<file path="src/rtl/pu_mult_pkg.sv">
// pu_mult_pkg: shared widths, attribute index and operand select encoding for pu_mult.
package pu_mult_pkg;
  localparam int DATA_WIDTH_DEF = 32;
  localparam int ATTR_WIDTH_DEF = 4;
  localparam int INVALID_IDX = 0;
  typedef enum logic {
    SEL_A = 1'b0,
    SEL_B = 1'b1
  } sel_e;
endpackage

</file>
<file path="src/rtl/pu_mult_mult_core.sv">
// mult_core: combinational signed W x W multiplier with full 2W-bit product.
module mult_core #(
  parameter int W = 32
) (
  input  logic signed [W-1:0]   a_i,
  input  logic signed [W-1:0]   b_i,
  output logic signed [2*W-1:0] p_o
);
  assign p_o = a_i * b_i;
endmodule

</file>
<file path="src/rtl/pu_mult.sv">
// pu_mult: signed multiplier processing unit with OR-combinable bus outputs.
// Define PU_MULT_OVERFLOW_EN to flag truncating products as invalid.
module pu_mult
  import pu_mult_pkg::*;
#(
  parameter int DATA_WIDTH = DATA_WIDTH_DEF,
  parameter int ATTR_WIDTH = ATTR_WIDTH_DEF,
  parameter int INVALID = INVALID_IDX
) (
  input  logic                  clk,
  input  logic                  rst,
  input  logic                  signal_wr,
  input  logic                  signal_sel,
  input  logic [DATA_WIDTH-1:0] data_in,
  input  logic [ATTR_WIDTH-1:0] attr_in,
  input  logic                  signal_oe,
  output logic [DATA_WIDTH-1:0] data_out,
  output logic [ATTR_WIDTH-1:0] attr_out
);
  logic [DATA_WIDTH-1:0] a_q, a_d, b_q, b_d, prod_q, prod_d;
  logic [ATTR_WIDTH-1:0] attr_a_q, attr_a_d, attr_b_q, attr_b_d, rattr_q, rattr_d;
  logic start_q, start_d, wr_a, wr_b, ovf;
  logic signed [2*DATA_WIDTH-1:0] p;
  logic [DATA_WIDTH:0] p_hi;

  mult_core #(.W(DATA_WIDTH)) u_core (
    .a_i(a_q),
    .b_i(b_q),
    .p_o(p)
  );

  assign p_hi = p[2*DATA_WIDTH-1:DATA_WIDTH-1];
  // Product fits in DATA_WIDTH signed bits only when the top DATA_WIDTH+1 bits are a pure sign extension.
`ifdef PU_MULT_OVERFLOW_EN
  assign ovf = !((&p_hi) || !(|p_hi));
`else
  assign ovf = 1'b0;
`endif

  always_comb begin
    wr_a = signal_wr && sel_e'(signal_sel) == SEL_A;
    wr_b = signal_wr && sel_e'(signal_sel) == SEL_B;
    a_d = wr_a ? data_in : a_q;
    attr_a_d = wr_a ? attr_in : attr_a_q;
    b_d = wr_b ? data_in : b_q;
    attr_b_d = wr_b ? attr_in : attr_b_q;
    start_d = wr_b;
    prod_d = start_q ? p[DATA_WIDTH-1:0] : prod_q;
    rattr_d = rattr_q;
    if (start_q) begin
      rattr_d = '0;
      rattr_d[INVALID] = attr_a_q[INVALID] | attr_b_q[INVALID] | ovf;
    end
  end

  always_ff @(posedge clk) begin
    if (rst) begin
      a_q <= '0;
      b_q <= '0;
      attr_a_q <= '0;
      attr_b_q <= '0;
      prod_q <= '0;
      rattr_q <= '0;
      start_q <= 1'b0;
    end else begin
      a_q <= a_d;
      b_q <= b_d;
      attr_a_q <= attr_a_d;
      attr_b_q <= attr_b_d;
      prod_q <= prod_d;
      rattr_q <= rattr_d;
      start_q <= start_d;
    end
  end

  assign data_out = signal_oe ? prod_q : '0;
  assign attr_out = signal_oe ? rattr_q : '0;
endmodule

</file>
<file path="config.mk">
export PLATFORM = sky130hd
export DESIGN_NAME = pu_mult
export DESIGN_NICKNAME = d
export VERILOG_FILES = /design/src/rtl/pu_mult_pkg.sv /design/src/rtl/pu_mult_mult_core.sv /design/src/rtl/pu_mult.sv
export SDC_FILE = /design/constraint.sdc
export NUM_CORES = 1
export LEC_CHECK = 0
export CAP_MARGIN = 20
export CORE_ASPECT_RATIO = 1.5
export CORE_MARGIN = 4
export CORE_UTILIZATION = 60
export DETAILED_ROUTE_END_ITERATION = 10
export MAX_ROUTING_LAYER = met4
export PLACE_DENSITY = 0.89
export SLEW_MARGIN = 10
export SYNTH_ARGS = -nofsm -noshare
export SYNTH_HDL_FRONTEND = slang
export SYNTH_SLANG_ARGS = --single-unit
export TNS_END_PERCENT = 1
</file>
<file path="constraint.sdc">
create_clock -name clk -period 17.24 [get_ports clk]
set_clock_uncertainty 0.05 [all_clocks]
set_input_delay 5.172 -clock clk [delete_from_list [all_inputs] [get_ports clk]]
set_output_delay 5.172 -clock clk [all_outputs]
set_load 0.03 [all_outputs]
</file>
==> impl_summary.md, run 1 <==
CTS
The number of levels the H-tree was split into is 3. In this run, CTS created clock tree buffers numbering 9. The TritonCTS clock tree is built.

After clock tree synthesis, the clock-pin slew on the worst setup and hold paths is 0.07 ns. Clock latency on the worst-skew pair, taken at its later pin, is 0.37 ns. The clock sink count is 100. Buffers added to address setup during post-CTS repair amount to 0. The quantity of gates resized following cts is 0. For this design, the CTS-stage hold fixing added 0 buffers. The cell chosen for the clock root is sky130_fd_sc_hd__clkbuf_16. The buffer depth of the longest clock path is 2.

Placed design
Timing analysis after detailed placement gives a worst setup slack of 4.86 ns. The port buffer count is 70. The post-detailed-placement half-perimeter wirelength is between 40 and 50 mm. The weighted congestion at the end of routability-driven global placement is 0.982.

Global route
The total global routing overflow is 0. The initial antenna violation count is 1. The first global-routing pass estimated between 80 and 90 mm of wire. Across every metal layer, demand over resource in global routing totals 0.322. Entering global routing, the biggest net connects 109 pins. The number of global-route vias before repair was approximately 17k.

Final layout
The top cell types in the final layout, fill and taps aside, are sky130_fd_sc_hd__inv_1 (446), sky130_fd_sc_hd__fa_1 (408), sky130_fd_sc_hd__and2_1 (367), sky130_fd_sc_hd__nand2_1 (342), sky130_fd_sc_hd__ha_1 (150). The final design utilization is 0.650. In the final design database the tool counted 2849 nets. The number of antenna cells inserted is 0. The commonest non-fill, non-tap cell in the layout is sky130_fd_sc_hd__inv_1. The count of fill cells added during filler insertion is about 2.5k. The area added between synthesis and finish is 6.47%. The fraction of layout cells with a size suffix above 1 is 0.0248.

Min path
In this run the worst hold path is classified as flop to flop.

Detailed routing
The remaining antenna violation count after routing is 0. In the routed design, unresolved DRC markers number 0. For this block, the initial DRC count from the detailed router was 1200.

The average wire per standard cell is 20.4 um. The final layout contains routed wiring with a total length of 54.4 mm. The first TritonRoute pass finished after 8 iterations. Detailed routing inserted a total of between 15k and 20k vias. The routed via count divided by cell count is 5.79.

Yosys
The Yosys step of the flow raised 0 warnings. The share of synthesized flip-flops with an asynchronous set or reset is 0. The most used flip-flop cell after synthesis is sky130_fd_sc_hd__dfxtp_1. After synthesis, the share of cell area in mux cells is 0.00849.

The mapped netlist covers 0.0200 mm2. By area, the combinational part of the netlist is dominated by adder cells. Of the total synthesized cell area, the portion taken by full adders, half adders and majority gates is 0.501. The fraction of the mapped netlist area in simple logic gates is 0.199. Of the total synthesized cell area, the portion taken by XOR and XNOR cells is 0.0356. The post-synthesis instance total is 2273.

The post-synthesis compound-gate area fraction came to 0.0465. The synthesized design contains 100 register bits. The fraction of the yosys area taken by sequential cells is 0.0999. The post-synthesis area per instance is 8.82 um2. The count of flip-flops with a built-in enable after synthesis is 0. Yosys mapped the design onto 57 distinct sky130hd cell types.

Worst setup path
For this run, the slowest stage of the critical path takes 1.03 ns. The kind of launch point of the worst setup path is an input pin. The biggest fanout along the worst timing path is 33.

At the worst endpoint, the arrival time is 7.18 ns. The critical path in this run is classified as input pin to output port. The worst setup path is captured at an output port. Traced cell by cell, the critical path runs through clkdlybuf4s50_1 > and2_1 > clkdlybuf4s50_1. The required arrival time at the worst endpoint is about 12 ns.

On the critical path, the stage with the largest delay is an instance of sky130_fd_sc_hd__clkdlybuf4s50_1. The cell repeated most along the worst path is sky130_fd_sc_hd__clkdlybuf4s50_1.

Timing
Setup repair after global routing left no endpoint under its margin. The count of pins over their slew limit is 0. The hold violation count in the final report is 0. The part of the cycle the worst path needs is 0.719. The final critical path time including I/O delays and setup is approximately 12 ns. Setup violations remaining at the end of the flow were counted as 0.

The worst-margin pin slew is 1.18 ns. For the final routed database, the setup TNS stands at 0 ns. The setup slack after layout is 4.84 ns.

Measured against its own limit, the worst slew margin works out to 0.213. For this run, the top clock speed supported by timing is 80.7 MHz.

Pwr
Of the total power, the share spent switching nets is 0.378. Of the total power, registers draw 0.397. VDD sags by at most about 0.052 mV. Summed over all nets, the switching power comes to 0.262 mW. The analysis attributes to cell leakage a power of ~11 nW.

The power density over cell area is 32.4 mW/mm2. The part of the total power dissipated in the clock network is 0.306. The internal portion of the total power is 0.430 mW.

Of the total power, combinational logic draws 0.297.

Floorplan
In this run the standard cell core region covers 0.0328 mm2. The initial utilization of the core area, before any placement, comes to 0.611. From bottom edge to top edge, the die measures ~230 um. The die area is 0.0365 mm2.

In this run the core area contains 81 standard-cell rows. The die is 157 um wide. The boundary pin count is 77.

Outcome
The flow ran to the end, and the final reports show no timing, DRC or antenna violations.

Flow run
Max-cap violations in this run came to 0.
## metal layers
metal | up-vias | wire length (um) | global-route usage
li1 | 6618 | - | -
met1 | 7649 | 16700 | 0.326
met2 | 820 | 27600 | 0.537
met3 | 362 | 4250 | 0.0630
met4 | 0 | 5850 | 0.257
met5 | - | 0 | -
## per-stage QoR
stage / power [mW] / area [um2] / instances / hold WS [ns]
finish: 0.692 / 21300 / 2670 / 0.409
global route: 0.724 / 21300 / 2670 / 0.440
CTS: 0.685 / 21300 / 2666 / 0.410
detailed placement: 0.477 / 21000 / 2650 / 0.400
global placement: 0.465 / 20900 / 2648 / 0.392
floorplan: 0.397 / 20100 / 2275 / 0.371
## flip-flops by register name, summed over array words and instances (netlist names)
signal	count
a_q	32
attr_a_q	1
attr_b_q	1
b_q	32
prod_q	32
rattr_q	1
start_q	1
## cell type report
class / instances / area (um2) / area share
Timing Repair Buffer: 95 / 968 / 0.0454
Tap cell: 415 / 519 / 0.0243
Clock buffer: 10 / 239 / 0.0112
Inverter: 446 / 1670 / 0.0784
Sequential cell: 100 / 2000 / 0.0938
Multi-Input combinational cell: 1598 / 15900 / 0.744
Clock inverter: 6 / 70.1 / 0.00328
## synth_stat cells, drive strengths merged, types with 4 or more instances
| master | count | share of area |
|---|---|---|
| a211oi | 7 | 0.0031 |
| a21o | 9 | 0.0034 |
| a21oi | 87 | 0.022 |
| and2 | 367 | 0.11 |
| buf | 15 | 0.0037 |
| clkbuf | 116 | 0.022 |
| dfxtp | 100 | 0.10 |
| fa | 408 | 0.41 |
| ha | 150 | 0.094 |
| inv | 446 | 0.084 |
| mux2i | 17 | 0.0085 |
| nand2 | 342 | 0.064 |
| nand2b | 12 | 0.0037 |
| nand3 | 8 | 0.0020 |
| nor2 | 36 | 0.0067 |
| nor2b | 5 | 0.0016 |
| o21ai | 17 | 0.0042 |
| o21bai | 4 | 0.0015 |
| xnor2 | 63 | 0.028 |
| xor2 | 16 | 0.0070 |
## final timing paths
check / startpoint / endpoint / slack (ns) / cells after the start
max: signal_oe / data_out[22] / 4.84 / 3
min: attr_a_q[0]$_SDFFE_PP0P_ / attr_a_q[0]$_SDFFE_PP0P_ / 0.41 / 2
max reg2reg: b_q[6]$_SDFFE_PP0P_ / prod_q[29]$_SDFFE_PP0P_ / 9.56 / 21
min reg2reg: attr_a_q[0]$_SDFFE_PP0P_ / attr_a_q[0]$_SDFFE_PP0P_ / 0.41 / 2
## critical path: cells and delay by family
| family | cells | cell delay, ns |
|---|---|---|
| and+or+nand+nor | 1 | 0.26 |
| buffers and inverters | 2 | 1.74 |
## kinds of logic (layout without fill, tap and decap cells)
group | after synthesis | after routing
and+or+nand+nor | 789 | 789
buffers and inverters | 577 | 557
adders and majority gates | 558 | 558
xor gates and xnor gates | 80 | 80
AOI/OAI and AO/OA | 151 | 151
other | 1 | 3
DFF | 100 | 100
muxes | 17 | 17
## power groups by stage
stage                     Sequential (mW)  Combinational [mW]  Clock (mW)
after detailed placement            0.279               0.197           0
after CTS                           0.274               0.199       0.211
after global routing                0.276               0.227       0.222
final                               0.275               0.206       0.212
after floorplan                     0.251               0.145           0
after global placement              0.278               0.187           0
Power figures use the tool's default switching activity.
==> run 2, diff against run 1 <==
Settings changed: CORE_UTILIZATION 60 to 58.
Clock period 17.24 ns to 10.2 ns, I/O delays scaled along.
==> run 2 against run 1 <==
Effect of this change:
- clock power increased by 80%
- first-iteration DRC count down 7.8%
- utilization decreased by 2.4 points
- sequential share of layout area is essentially flat
- setup slack worse by 2.7 ns
- highest routed layer unchanged
==> impl_summary.md, run 2 (synthesis results as in run 1) <==
CTS
The clock sink count is 100. The quantity of gates resized following cts is 0. The number of CTS-inserted buffers is 9. The clock latency of the later-clocked register in the worst-skew pair is 0.38 ns. CTS placed an instance of sky130_fd_sc_hd__clkbuf_16 at the clock tree root.

The total of hold buffers inserted after clock tree synthesis is 0. The buffer depth of the longest clock path is 2. After clock tree synthesis, the setup repair step added 0 buffers.

The H-tree generated during clock tree synthesis spans 3 levels. Clock-pin slew was measured on the worst setup and hold paths at 0.09 ns. The TritonCTS clock tree is built.

Timing
Setup repair after global routing left no endpoint under its margin. The hold violation count in the final report is 0. The count of pins over their slew limit came to 0. Adding up every negative setup slack in the final design gives 0 ns. The fmax is around 120 MHz. The total setup violations reported at the end of the flow is 0. The setup slack after layout is 2.09 ns. The final critical path time including I/O delays and setup is ~8.1 ns. Of the available clock period, the critical path in the final layout requires 0.795. The worst pin sits at a relative slew slack of 0.220. The worst-margin pin slew is 1.17 ns.

Placed design
The post-detailed-placement half-perimeter wirelength is 41.8 mm. The worst setup slack before clock tree synthesis is approximately 2.1 ns. Input and output buffers added on the ports amount to 70. The weighted congestion at the end of routability-driven global placement is 1.03.

Worst setup path
By startpoint and endpoint, the worst setup path is classified as input pin to output port. STA classifies the critical path startpoint as an input pin. The launch instance of the worst register-to-register path is a_q[11]$_SDFFE_PP0P_. The biggest fanout along the worst timing path is 33. STA classifies the critical path endpoint as an output port. The required arrival time at the worst endpoint is 7.09 ns.

The number of cells on the worst reg-to-reg path is 21. The capture point of the worst reg-to-reg path is prod_q[25]$_SDFFE_PP0P_. The worst setup slack for register-to-register paths is 2.39 ns. Data arrives at the worst endpoint at roughly 5.0 ns.

Floorplan
77 I/O pins were placed. Measured along the y axis, the die boundary spans 236 um. The horizontal die dimension is 160 um.

Row generation in the floorplan step produced 83 rows. For this configuration, the core starts out at a cell density of 0.587. The die covers 0.0377 mm2. The core outline area is 0.0342 mm2.

Detailed routing
The total number of vias is 15.6k. The first-pass iteration count of the detailed router is 6. The number of violations reported at the end of detailed-routing iteration 0 is about 1.1k. After detailed routing, the total wire length is 53.6 mm. The average wire per standard cell is roughly 20 um. The routed via count divided by cell count is 5.80. The DRC violation count after routing is 0. Once detail routing completed, the nets flagged for antenna violations numbered 0.

Global route
The largest net degree at the start of global routing is 109. The number of global-route vias before repair is approximately 17k. Across every metal layer, demand over resource in global routing totals 0.302. The wire length of the first global-routing pass is 87.5 mm. The total global routing overflow is 0.

The initial antenna violation count came to 0.

Min path
The worst hold endpoint is a_q[31]$_SDFFE_PP0P_. Along the worst hold path, the cell count comes to 2. In this run the worst hold path is classified as flop to flop. In this run the most critical hold path is launched from a_q[31]$_SDFFE_PP0P_.

Final layout
The fraction of layout cells with a size suffix above 1 is 0.0257. Compared with the post-synthesis result, the final layout area differs by 6.63%. The area occupied by multi-input gates is 0.0159 mm2. The count of fill cells added during filler insertion is 2543. In the layout the commonest cells are sky130_fd_sc_hd__inv_1 (446), sky130_fd_sc_hd__fa_1 (408), sky130_fd_sc_hd__and2_1 (367), sky130_fd_sc_hd__nand2_1 (342), sky130_fd_sc_hd__ha_1 (150). The final layout contains ~2.9k nets. The area of all sequential standard cells is 0.00200 mm2.

The largest registers in the layout are a_q: 32 flops, b_q: 32 flops, prod_q: 32 flops. The commonest non-fill, non-tap cell in the layout is sky130_fd_sc_hd__inv_1.

Pwr
The worst-case IR drop observed on VDD is about 0.076 mV. In this run the static leakage power is ~11 nW. Dividing total power by cell area gives a power density of about 56 mW/mm2.

Flow run
Max-cap violations in this run came to 0.

Outcome
The flow ran to the end, and the final reports show no timing, DRC or antenna violations.
run 2: how the worst max path moves through the flow:
| stage | startpoint | to | cells after the start |
|---|---|---|---|
| global route | signal_oe | data_out[1] | 3 |
| global placement | signal_oe | data_out[27] | 3 |
| floorplan | b_q[3]$_SDFFE_PP0P_ | prod_q[29]$_SDFFE_PP0P_ | 23 |
| CTS | signal_oe | data_out[25] | 3 |
| finish | signal_oe | data_out[1] | 3 |
| detailed placement | signal_oe | data_out[25] | 3 |
run 2: per-stage QoR:
step | power (mW) | cell area, um2 | hold slack (ns) | utilization | cells
6_report | 1.19 | 21400 | 0.415 | 0.626 | 2683
3_5_place_dp | 0.806 | 21000 | 0.401 | 0.614 | 2662
4_1_cts | 1.18 | 21300 | 0.413 | 0.623 | 2678
5_1_grt | 1.25 | 21400 | 0.449 | 0.626 | 2682
3_3_place_gp | 0.786 | 20900 | 0.392 | 0.613 | 2661
2_1_floorplan | 0.670 | 20100 | 0.371 | - | 2275
run 2: worst max-delay path, cell delays in order:
cell                              delay (ns)
sky130_fd_sc_hd__clkdlybuf4s50_1        0.99
sky130_fd_sc_hd__and2_1                 0.25
sky130_fd_sc_hd__clkdlybuf4s50_1        0.70
run 2: where the power goes:
group          internal [mW]  switching [mW]
Sequential             0.406          0.0574
Clock                  0.199           0.183
Combinational          0.141           0.208
Total                  0.746           0.448
run 2: routing by layer:
metal / wire length, um / global-route usage / part of all wire / vias to the layer above
met1: 16400 / 0.304 / 0.31 / 7759
met5: 0 / - / 0 / -
met3: 4050 / 0.0468 / 0.076 / 359
met4: 5490 / 0.235 / 0.10 / 0
met2: 27600 / 0.522 / 0.52 / 824
li1: - / - / - / 6624
run 2: cell type report:
| class | instances | area share |
|---|---|---|
| antenna | 1 | 0.000117 |
| clock buffer | 9 | 0.0105 |
| clock inverter | 7 | 0.00457 |
| inverter | 446 | 0.0783 |
| multi-input combinational | 1598 | 0.742 |
| sequential | 100 | 0.0937 |
| tap | 425 | 0.0249 |
| timing repair buffer | 97 | 0.0455 |
